<file path="src/rtl/top_gpio_pkg.sv">
// ============================================================================
// Module   : top_gpio_pkg
// Brief    : Address map, widths and register-select decode for top_gpio.
// Revision : 1.0 - initial release
// ============================================================================
`default_nettype none

package top_gpio_pkg;

  localparam int unsigned c_in_w  = 13;
  localparam int unsigned c_out_w = 8;
  localparam int unsigned c_cnt_w = 8;

  localparam logic [13:0] c_addr_dfilt  = 14'h000;
  localparam logic [13:0] c_addr_refdiv = 14'h004;
  localparam logic [13:0] c_addr_in     = 14'h010;
  localparam logic [13:0] c_addr_out    = 14'h020;

  typedef enum logic [2:0] {
    SEL_NONE   = 3'd0,
    SEL_DFILT  = 3'd1,
    SEL_REFDIV = 3'd2,
    SEL_IN     = 3'd3,
    SEL_OUT    = 3'd4
  } reg_sel_e;

  // Decode operates on the word index; byte offset bits never reach here.
  function automatic reg_sel_e decode_word(input logic [11:0] word);
    reg_sel_e r;
    r = SEL_NONE;
    if (word == c_addr_dfilt[13:2])  r = SEL_DFILT;
    if (word == c_addr_refdiv[13:2]) r = SEL_REFDIV;
    if (word == c_addr_in[13:2])     r = SEL_IN;
    if (word == c_addr_out[13:2])    r = SEL_OUT;
    return r;
  endfunction

endpackage

`default_nettype wire

</file>
<file path="src/rtl/gpio_dfilter.sv">
// ============================================================================
// Module   : gpio_dfilter
// Brief    : One GPIO input bit: 2-flop synchronizer plus tick-driven
//            debounce filter (filter present only with GPIO_DFILTER_EN).
// Revision : 1.0 - initial release
// ============================================================================
`default_nettype none

module gpio_dfilter
  import top_gpio_pkg::*;
(
  input  logic               clk,
  input  logic               rst_n,
  input  logic               i_pin,
  input  logic               i_tick,
  input  logic [c_cnt_w-1:0] i_dfilt,
  output logic               o_in
);

  logic r_sync1;
  logic r_sync2;

`ifdef GPIO_DFILTER_EN
  logic               r_in;
  logic [c_cnt_w-1:0] r_cnt;
  logic [c_cnt_w:0]   w_cnt_inc;

  // One extra bit so the compare can never wrap.
  assign w_cnt_inc = {1'b0, r_cnt} + {{c_cnt_w{1'b0}}, 1'b1};

  always_ff @(posedge clk or negedge rst_n) begin
    if (!rst_n) begin
      r_sync1 <= 1'b0;
      r_sync2 <= 1'b0;
      r_in    <= 1'b0;
      r_cnt   <= '0;
    end else begin
      r_sync1 <= i_pin;
      r_sync2 <= r_sync1;
      if (i_tick) begin
        if (r_sync2 == r_in) begin
          r_cnt <= '0;
        end else if (w_cnt_inc >= {1'b0, i_dfilt}) begin
          r_in  <= r_sync2;
          r_cnt <= '0;
        end else begin
          r_cnt <= w_cnt_inc[c_cnt_w-1:0];
        end
      end
    end
  end

  assign o_in = r_in;
`else
  logic w_unused;

  always_ff @(posedge clk or negedge rst_n) begin
    if (!rst_n) begin
      r_sync1 <= 1'b0;
      r_sync2 <= 1'b0;
    end else begin
      r_sync1 <= i_pin;
      r_sync2 <= r_sync1;
    end
  end

  assign o_in     = r_sync2;
  assign w_unused = ^{i_tick, i_dfilt};
`endif

endmodule

`default_nettype wire

</file>
<file path="src/rtl/top_gpio.sv">
// ============================================================================
// Module   : top_gpio
// Brief    : GPIO block with register file, output port and filtered inputs;
//            input filter/prescaler enabled by macro GPIO_DFILTER_EN.
// Revision : 1.0 - initial release
// ============================================================================
`default_nettype none

module top_gpio
  import top_gpio_pkg::*;
(
  input  logic               clk,
  input  logic               rst_n,
  input  logic [c_in_w-1:0]  gpio_pin_in,
  output logic [c_out_w-1:0] gpio_pin_out,
  input  logic               sel,
  input  logic [13:0]        addr,
  input  logic [3:0]         we,
  input  logic [31:0]        wdata,
  output logic [31:0]        rdata
);

  logic [c_cnt_w-1:0] r_dfilt;
  logic [c_cnt_w-1:0] r_refdiv;
  logic [c_out_w-1:0] r_out;
  logic [c_in_w-1:0]  w_in;
  logic               w_tick;
  reg_sel_e           w_sel;
  logic               w_unused;

  assign w_sel    = decode_word(addr[13:2]);
  assign w_unused = ^{we[3:1], wdata[31:8], addr[1:0]};

  always_ff @(posedge clk or negedge rst_n) begin
    if (!rst_n) begin
      r_dfilt  <= '0;
      r_refdiv <= '0;
      r_out    <= '0;
    end else if (sel && we[0]) begin
      case (w_sel)
        SEL_DFILT:  r_dfilt  <= wdata[7:0];
        SEL_REFDIV: r_refdiv <= wdata[7:0];
        SEL_OUT:    r_out    <= wdata[7:0];
        default:    ;
      endcase
    end
  end

  always_comb begin
    rdata = 32'h0;
    if (sel) begin
      case (w_sel)
        SEL_DFILT:  rdata = {24'h0, r_dfilt};
        SEL_REFDIV: rdata = {24'h0, r_refdiv};
        SEL_IN:     rdata = {19'h0, w_in};
        SEL_OUT:    rdata = {24'h0, r_out};
        default:    rdata = 32'h0;
      endcase
    end
  end

  assign gpio_pin_out = r_out;

`ifdef GPIO_DFILTER_EN
  logic [c_cnt_w-1:0] r_pre;
  logic [c_cnt_w-1:0] r_div_act;

  // The divider in use is only refreshed at wrap so a period is never cut short.
  always_ff @(posedge clk or negedge rst_n) begin
    if (!rst_n) begin
      r_pre     <= '0;
      r_div_act <= '0;
    end else if (r_pre >= r_div_act) begin
      r_pre     <= '0;
      r_div_act <= r_refdiv;
    end else begin
      r_pre <= r_pre + 1'b1;
    end
  end

  assign w_tick = (r_pre >= r_div_act);
`else
  assign w_tick = 1'b0;
`endif

  generate
    for (genvar i = 0; i < c_in_w; i++) begin : g_dfilter
      gpio_dfilter u_dfilter (
        .clk     (clk),
        .rst_n   (rst_n),
        .i_pin   (gpio_pin_in[i]),
        .i_tick  (w_tick),
        .i_dfilt (r_dfilt),
        .o_in    (w_in[i])
      );
    end
  endgenerate

endmodule

`default_nettype wire

</file>
<file path="config.mk">
export PLATFORM = sky130hd
export DESIGN_NAME = top_gpio
export DESIGN_NICKNAME = d
export VERILOG_FILES = /design/src/rtl/top_gpio_pkg.sv /design/src/rtl/gpio_dfilter.sv /design/src/rtl/top_gpio.sv
export SDC_FILE = /design/constraint.sdc
export NUM_CORES = 1
export LEC_CHECK = 0
export CAP_MARGIN = 40
export CORE_AREA = 2 2 88 90
export CTS_BUF_LIST = sky130_fd_sc_hd__clkbuf_2 sky130_fd_sc_hd__clkbuf_4 sky130_fd_sc_hd__clkbuf_8
export CTS_CLUSTER_SIZE = 16
export DETAILED_ROUTE_END_ITERATION = 8
export DIE_AREA = 0 0 90 92
export PLACE_DENSITY_LB_ADDON = 0.12
export SLEW_MARGIN = 15
export SYNTH_ARGS = -nofsm -noshare
export SYNTH_HDL_FRONTEND = slang
export SYNTH_SLANG_ARGS = --single-unit
</file>
<file path="constraint.sdc">
create_clock -name clk -period 7 [get_ports clk]
set_clock_uncertainty 0.2 [all_clocks]
set_input_delay 2.1 -clock clk [delete_from_list [all_inputs] [get_ports clk]]
set_output_delay 2.1 -clock clk [all_outputs]
set_load 0.05 [all_outputs]
</file>
==> flow_summary.toml, run 1 <==
[timing]
max_freq_ghz = 0.154
finalMaxSlewViolations = 0
relSlewSlack_pct = 57.1
min_period_over_period_pct = 92.7
setup_viol = 0
final-hold-violation-count = 0
min_period_ns = 6.49
tightest_slew_ns = 0.641
rsz0062_at_grt = "false"
fin_setup_tns_ns = 0

[setup_path]
startpoint = "addr[7]"
r2r_cells = 1
cp_data_arrival_time_ns = 4.19
crit_end = "rdata[5]"
worstPathMaxFanout = 8
timing.rr.end = "gpio_pin_out[4]"
crit_required_ns = 4.70
end_kind = "output pin"
r2r_start = "gpio_pin_out[4]"
crit_type = "in2out"
regToRegSetupSlack_ns = 6.02
start_kind = "primary input"

[synthesis]
synth_edf_count = 0
synth_area_um2 = 2150
yosys.area_share.xor_xnor_pct = 0
yosys.area_share.simple_pct = 11.3
synth_compound_area_share_pct = 5.77
synth_cell_types = 22
synth-async-reset-ratio_pct = 100
synth_flop_cell = "dfrtp_1"
synth-seq-area-share_pct = 58.2
synth_seq_cells = 50
synth_top_family_by_area = "multiplexers"
synth_mux_area_share_pct = 16.8
syn_inst = 160
ys_warn_count = 0
avgSynthCellArea_um2 = 13.4
synthAdderAreaFrac_pct = 0

[finish]
multi_input_area_um2 = 798
fillers = 715
mostFrequentLayoutCell = "dfrtp_1"
drive_above_1_share_pct = 28.3
layout_common_cells = "50 x dfrtp_1, 43 x clkdlybuf4s50_1, 32 x mux2_2"
ff_latch_area_um2 = 1250
antenna_cells = 0
fin_util_pct = 40.3
num-nets-final = 288
syn_to_final_growth_pct = 39.8

[routing]
num_vias = 1391
routedWlPerCell_um = 13.7
viasPerCell = 4.28
drc = 0
dr.pass1.iters = 4
wl_um = 4460
ant_nets = 0
drt_iter0_markers = 50

[power_and_ir_drop]
p_leak_nw = 1.34
power_switching_uw = 143
swShare_pct = 26.8
ir_drop_mv = 0.0932
pwr-share-clk_pct = 32.6
pwr-share-seq_pct = 55.8
p_int_uw = 391
comb_power_share_pct = 11.6
cellPowerDensity_nw_per_um2 = 178

[hold_path]
holdCritStartpoint = "g_dfilter[2].u_dfilter.r_sync1"
hold_class = "reg2reg"

[global_route]
antenna_found_initial = 0
met3_usage_pct = 3.37
gr-max-usage-layer = "met2"
grt_pass1_vias = 1424
track_usage_pct = 11.4
grt_first_pass_wirelength_um = 7410
gr-total-overflow = 0
met2_usage_pct = 19.0
grtUsageMet1_pct = 14.1
grt_start_max_net_pins = 36

[floorplanning]
dieArea_um2 = 8280
core_region_area_um2 = 7450
fp-row-count = 32
die_w_um = 90
io_pins = 106
fp.dieH_um = 92
start_util_pct = 28.8

[clock_network]
insertion_delay_ns = 0.31
clk_pin_slew_ns = 0.09
cts_tree = "done"
htree_levels = 2
cts_hold_buf = 0
clockBufferDepth = 2
cts_root_buffer = "clkbuf_8"
clock_sinks = 50
cts_resized = 0
cts_buffers = 5
cts_setup_buffers = 0

[placed_design]
gp_congestion = 0.794
port_buffers = 57
dp_hpwl_um = 3360

[job]
max_cap_violations = 0

[status]
status = "completed"
## critical path: stages
cell             delay, ns
clkdlybuf4s50_1       0.40
nor4_1                0.50
and2_1                0.26
o2111ai_1             0.33
a21oi_1               0.41
buf_12                0.19
## cells in the mapped netlist (2+ instances only)
cell / count / share of area [%]
nand4_4: 2 / 2.0
nand3_1: 8 / 1.9
a22o_1: 8 / 3.3
and2_1: 6 / 1.7
and3_1: 3 / 0.87
nand2_1: 8 / 1.4
dfrtp_1: 50 / 58
buf_4: 20 / 7.0
a21oi_1: 9 / 2.1
nor3b_2: 2 / 1.2
buf_1: 2 / 0.35
mux2_2: 32 / 17
## worst min path at each step
stage | end | slack (ns) | cells after the start
2_1_floorplan | g_dfilter[0].u_dfilter.o_in | 0.13 | 0
3_3_place_gp | g_dfilter[12].u_dfilter.o_in | 0.13 | 0
3_5_place_dp | g_dfilter[12].u_dfilter.o_in | 0.13 | 0
4_1_cts | g_dfilter[2].u_dfilter.o_in | 0.16 | 0
5_1_grt | g_dfilter[3].u_dfilter.o_in | 0.16 | 0
6_report | g_dfilter[2].u_dfilter.o_in | 0.15 | 0
## per-stage QoR
stage               total power, mW  cell area (um^2)  hold slack (ns)  instances  setup WS [ns]
floorplan                     0.341              2220            0.131        178          0.948
global placement              0.365              2890            0.133        316          0.567
detailed placement            0.367              2910            0.135        317          0.527
CTS                           0.547              3000            0.159        325          0.523
global route                  0.563              3000            0.165        325          0.346
finish                        0.535              3000            0.155        325          0.514
## per-layer routing
| metal | up-vias | part of all wire, % |
|---|---|---|
| met5 | - | 0 |
| met4 | 0 | 2.2 |
| met3 | 9 | 5.9 |
| met2 | 58 | 48 |
| met1 | 670 | 44 |
| li1 | 654 | - |
## cells by family after synthesis
family	count (synthesis)
DFF	50
and+or+nand+nor	35
muxes	32
buffers and inverters	24
AOI/OAI and AO/OA	18
other	1
## power groups by stage
stage                     Clock, mW  Combinational (mW)  Sequential (mW)
after floorplan                   0              0.0372            0.304
after global placement            0              0.0613            0.304
after detailed placement          0              0.0626            0.304
after CTS                     0.185              0.0627            0.298
after global routing          0.198              0.0662            0.299
final                         0.175              0.0618            0.298
## layout make-up
class,instances,area share [%]
Clock inverter,3,0.750
Sequential cell,50,41.7
Multi-Input combinational cell,104,26.6
Tap cell,102,4.25
Timing Repair Buffer,60,24.3
Clock buffer,5,2.29
Inverter,1,0.125
## state kept, by name (all words and copies together), names as in the netlist
register	count
g_dfilter.u_dfilter.o_in	13
r_dfilt	8
r_refdiv	8
gpio_pin_out	8
g_dfilter.u_dfilter.r_sync1	13
Power figures use the tool's default switching activity.
==> run 2, diff against run 1 <==
--- a/config.mk
+++ b/config.mk
@@ -8,7 +8,7 @@
 export CAP_MARGIN = 40
 export CORE_AREA = 2 2 88 90
 export CTS_BUF_LIST = sky130_fd_sc_hd__clkbuf_2 sky130_fd_sc_hd__clkbuf_4 sky130_fd_sc_hd__clkbuf_8
-export CTS_CLUSTER_SIZE = 16
+export CTS_CLUSTER_SIZE = 8
 export DETAILED_ROUTE_END_ITERATION = 8
 export DIE_AREA = 0 0 90 92
 export PLACE_DENSITY_LB_ADDON = 0.12
==> results of run 2 <==
The final DEF is identical to that of run 1; final timing and power are the same.
==> run 3, diff against run 2 <==
--- a/config.mk
+++ b/config.mk
@@ -7,7 +7,7 @@
 export LEC_CHECK = 0
 export CAP_MARGIN = 40
 export CORE_AREA = 2 2 88 90
-export CTS_BUF_LIST = sky130_fd_sc_hd__clkbuf_2 sky130_fd_sc_hd__clkbuf_4 sky130_fd_sc_hd__clkbuf_8
+export CTS_BUF_LIST = sky130_fd_sc_hd__clkbuf_16
 export CTS_CLUSTER_SIZE = 8
 export DETAILED_ROUTE_END_ITERATION = 8
 export DIE_AREA = 0 0 90 92
==> run 3 against run 2 <==
Hold slack got worse by 0.0058 ns. Utilization increased by 0.76 points. Power increased by 13%. Largest power group unchanged.
==> flow_summary.toml, run 3 (same netlist as run 1, synthesis figures left out) <==
[timing]
fin_setup_tns_ns = 0
relSlewSlack_pct = 56.9
final-hold-violation-count = 0
rsz0062_at_grt = "false"
finalWorstSetupSlack_ns = 0.527
min_period_over_period_pct = 92.5
hold_slack_ns = 0.149
min_period_ns = 6.47
max_freq_ghz = 0.154
tightest_slew_ns = 0.644
finalMaxSlewViolations = 0
setup_viol = 0

[setup_path]
r2r_start = "gpio_pin_out[4]"
cp_data_arrival_time_ns = 4.17
regToRegSetupSlack_ns = 6.02
worstPathMaxFanout = 8
crit_required_ns = 4.70
start_kind = "primary input"
end_kind = "output pin"
crit_type = "in2out"
timing.rr.end = "gpio_pin_out[4]"
r2r_cells = 1

[floorplanning]
core_region_area_um2 = 7450
dieArea_um2 = 8280
start_util_pct = 28.8
die_w_um = 90
fp.dieH_um = 92
fp-row-count = 32
io_pins = 106

[routing]
drc = 0
routedWlPerCell_um = 13.7
dr.pass1.iters = 4
wl_um = 4460
viasPerCell = 4.20
num_vias = 1365
ant_nets = 0
drt_iter0_markers = 48

[placed_design]
dp_slack_ns = 0.527
place_area_um2 = 2910
port_buffers = 57
dp_hpwl_um = 3360
gp_congestion = 0.794

[clock_network]
clockBufferDepth = 2
cts_resized = 0
clk_pin_slew_ns = 0.07
cts_root_buffer = "clkbuf_16"
cts_setup_buffers = 0
clock_sinks = 50
cts_tree = "done"
insertion_delay_ns = 0.29
cts_buffers = 5
htree_levels = 2
cts_hold_buf = 0

[job]
max_cap_violations = 0

[finish]
fillers = 714
final_cell_area_um2 = 3060
ff_latch_area_um2 = 1250
multi_input_area_um2 = 798
mostFrequentLayoutCell = "dfrtp_1"
num-nets-final = 288
antenna_cells = 0
drive_above_1_share_pct = 28.3
syn_to_final_growth_pct = 42.4
layout_common_cells = "50 x dfrtp_1, 43 x clkdlybuf4s50_1, 32 x mux2_2"

[power_and_ir_drop]
fin_total_pwr_uw = 603
cellPowerDensity_nw_per_um2 = 197
ir_drop_mv = 0.111
p_leak_nw = 1.37

[global_route]
grt_first_pass_wirelength_um = 7430
gr-total-overflow = 0
grt_start_max_net_pins = 36
track_usage_pct = 11.6
grt_pass1_vias = 1422
antenna_found_initial = 0

[hold_path]
whs_endpoint = "g_dfilter[12].u_dfilter.o_in"
hold_class = "reg2reg"
whs_path_depth = 0
holdCritStartpoint = "g_dfilter[12].u_dfilter.r_sync1"

[status]
status = "completed"
[run 3: cell count changes in the layout (fill, tap and decap cells not counted)]
cell       previous run  this run
clkbuf_16             0         5
clkbuf_8              5         0
[run 3: how the worst max path moves through the flow]
| stage | startpoint | endpoint | slack, ns | cells after the start |
|---|---|---|---|---|
| after floorplan | addr[13] | rdata[0] | 0.95 | 4 |
| after global placement | addr[5] | rdata[0] | 0.57 | 6 |
| after global routing | addr[7] | rdata[2] | 0.35 | 6 |
| after detailed placement | addr[7] | rdata[1] | 0.53 | 6 |
| after CTS | addr[7] | rdata[1] | 0.53 | 6 |
| final | addr[7] | rdata[5] | 0.53 | 6 |
[run 3: where the power goes]
| group | internal, mW | leakage, nW | switching, mW | total [mW] |
|---|---|---|---|---|
| sequential | 0.297 | 0.638 | 0.00207 | 0.299 |
| combinational | 0.0225 | 0.654 | 0.0394 | 0.0619 |
| clock | 0.134 | 0.0746 | 0.108 | 0.242 |
[run 3: stage by stage]
stage / util [%] / cells
floorplan: - / 178
global placement: 38.8 / 316
detailed placement: 39.1 / 317
CTS: 41.1 / 325
global route: 41.1 / 325
finish: 41.1 / 325
[run 3: worst max-delay path: stages]
cell             delay [ns]
clkdlybuf4s50_1        0.40
nor4_1                 0.50
and2_1                 0.26
o2111ai_1              0.33
a21oi_1                0.40
buf_12                 0.18
[run 3: layer usage]
| metal | wire length [um] | up-vias | track usage, % | part of all wire (%) |
|---|---|---|---|---|
| met5 | 0 | - | 0 | 0 |
| met4 | 97 | 0 | 5.00 | 2.2 |
| met3 | 280 | 8 | 3.37 | 6.3 |
| met2 | 2120 | 56 | 19.0 | 47 |
| met1 | 1970 | 646 | 14.2 | 44 |
| li1 | - | 655 | - | - |
[run 3: area by class of cell]
type	instances	area share, %
Clock buffer	5	4.09
Timing Repair Buffer	60	23.9
Tap cell	102	4.17
Sequential cell	50	40.9
Multi-Input combinational cell	104	26.1
Inverter	1	0.123
Clock inverter	3	0.736
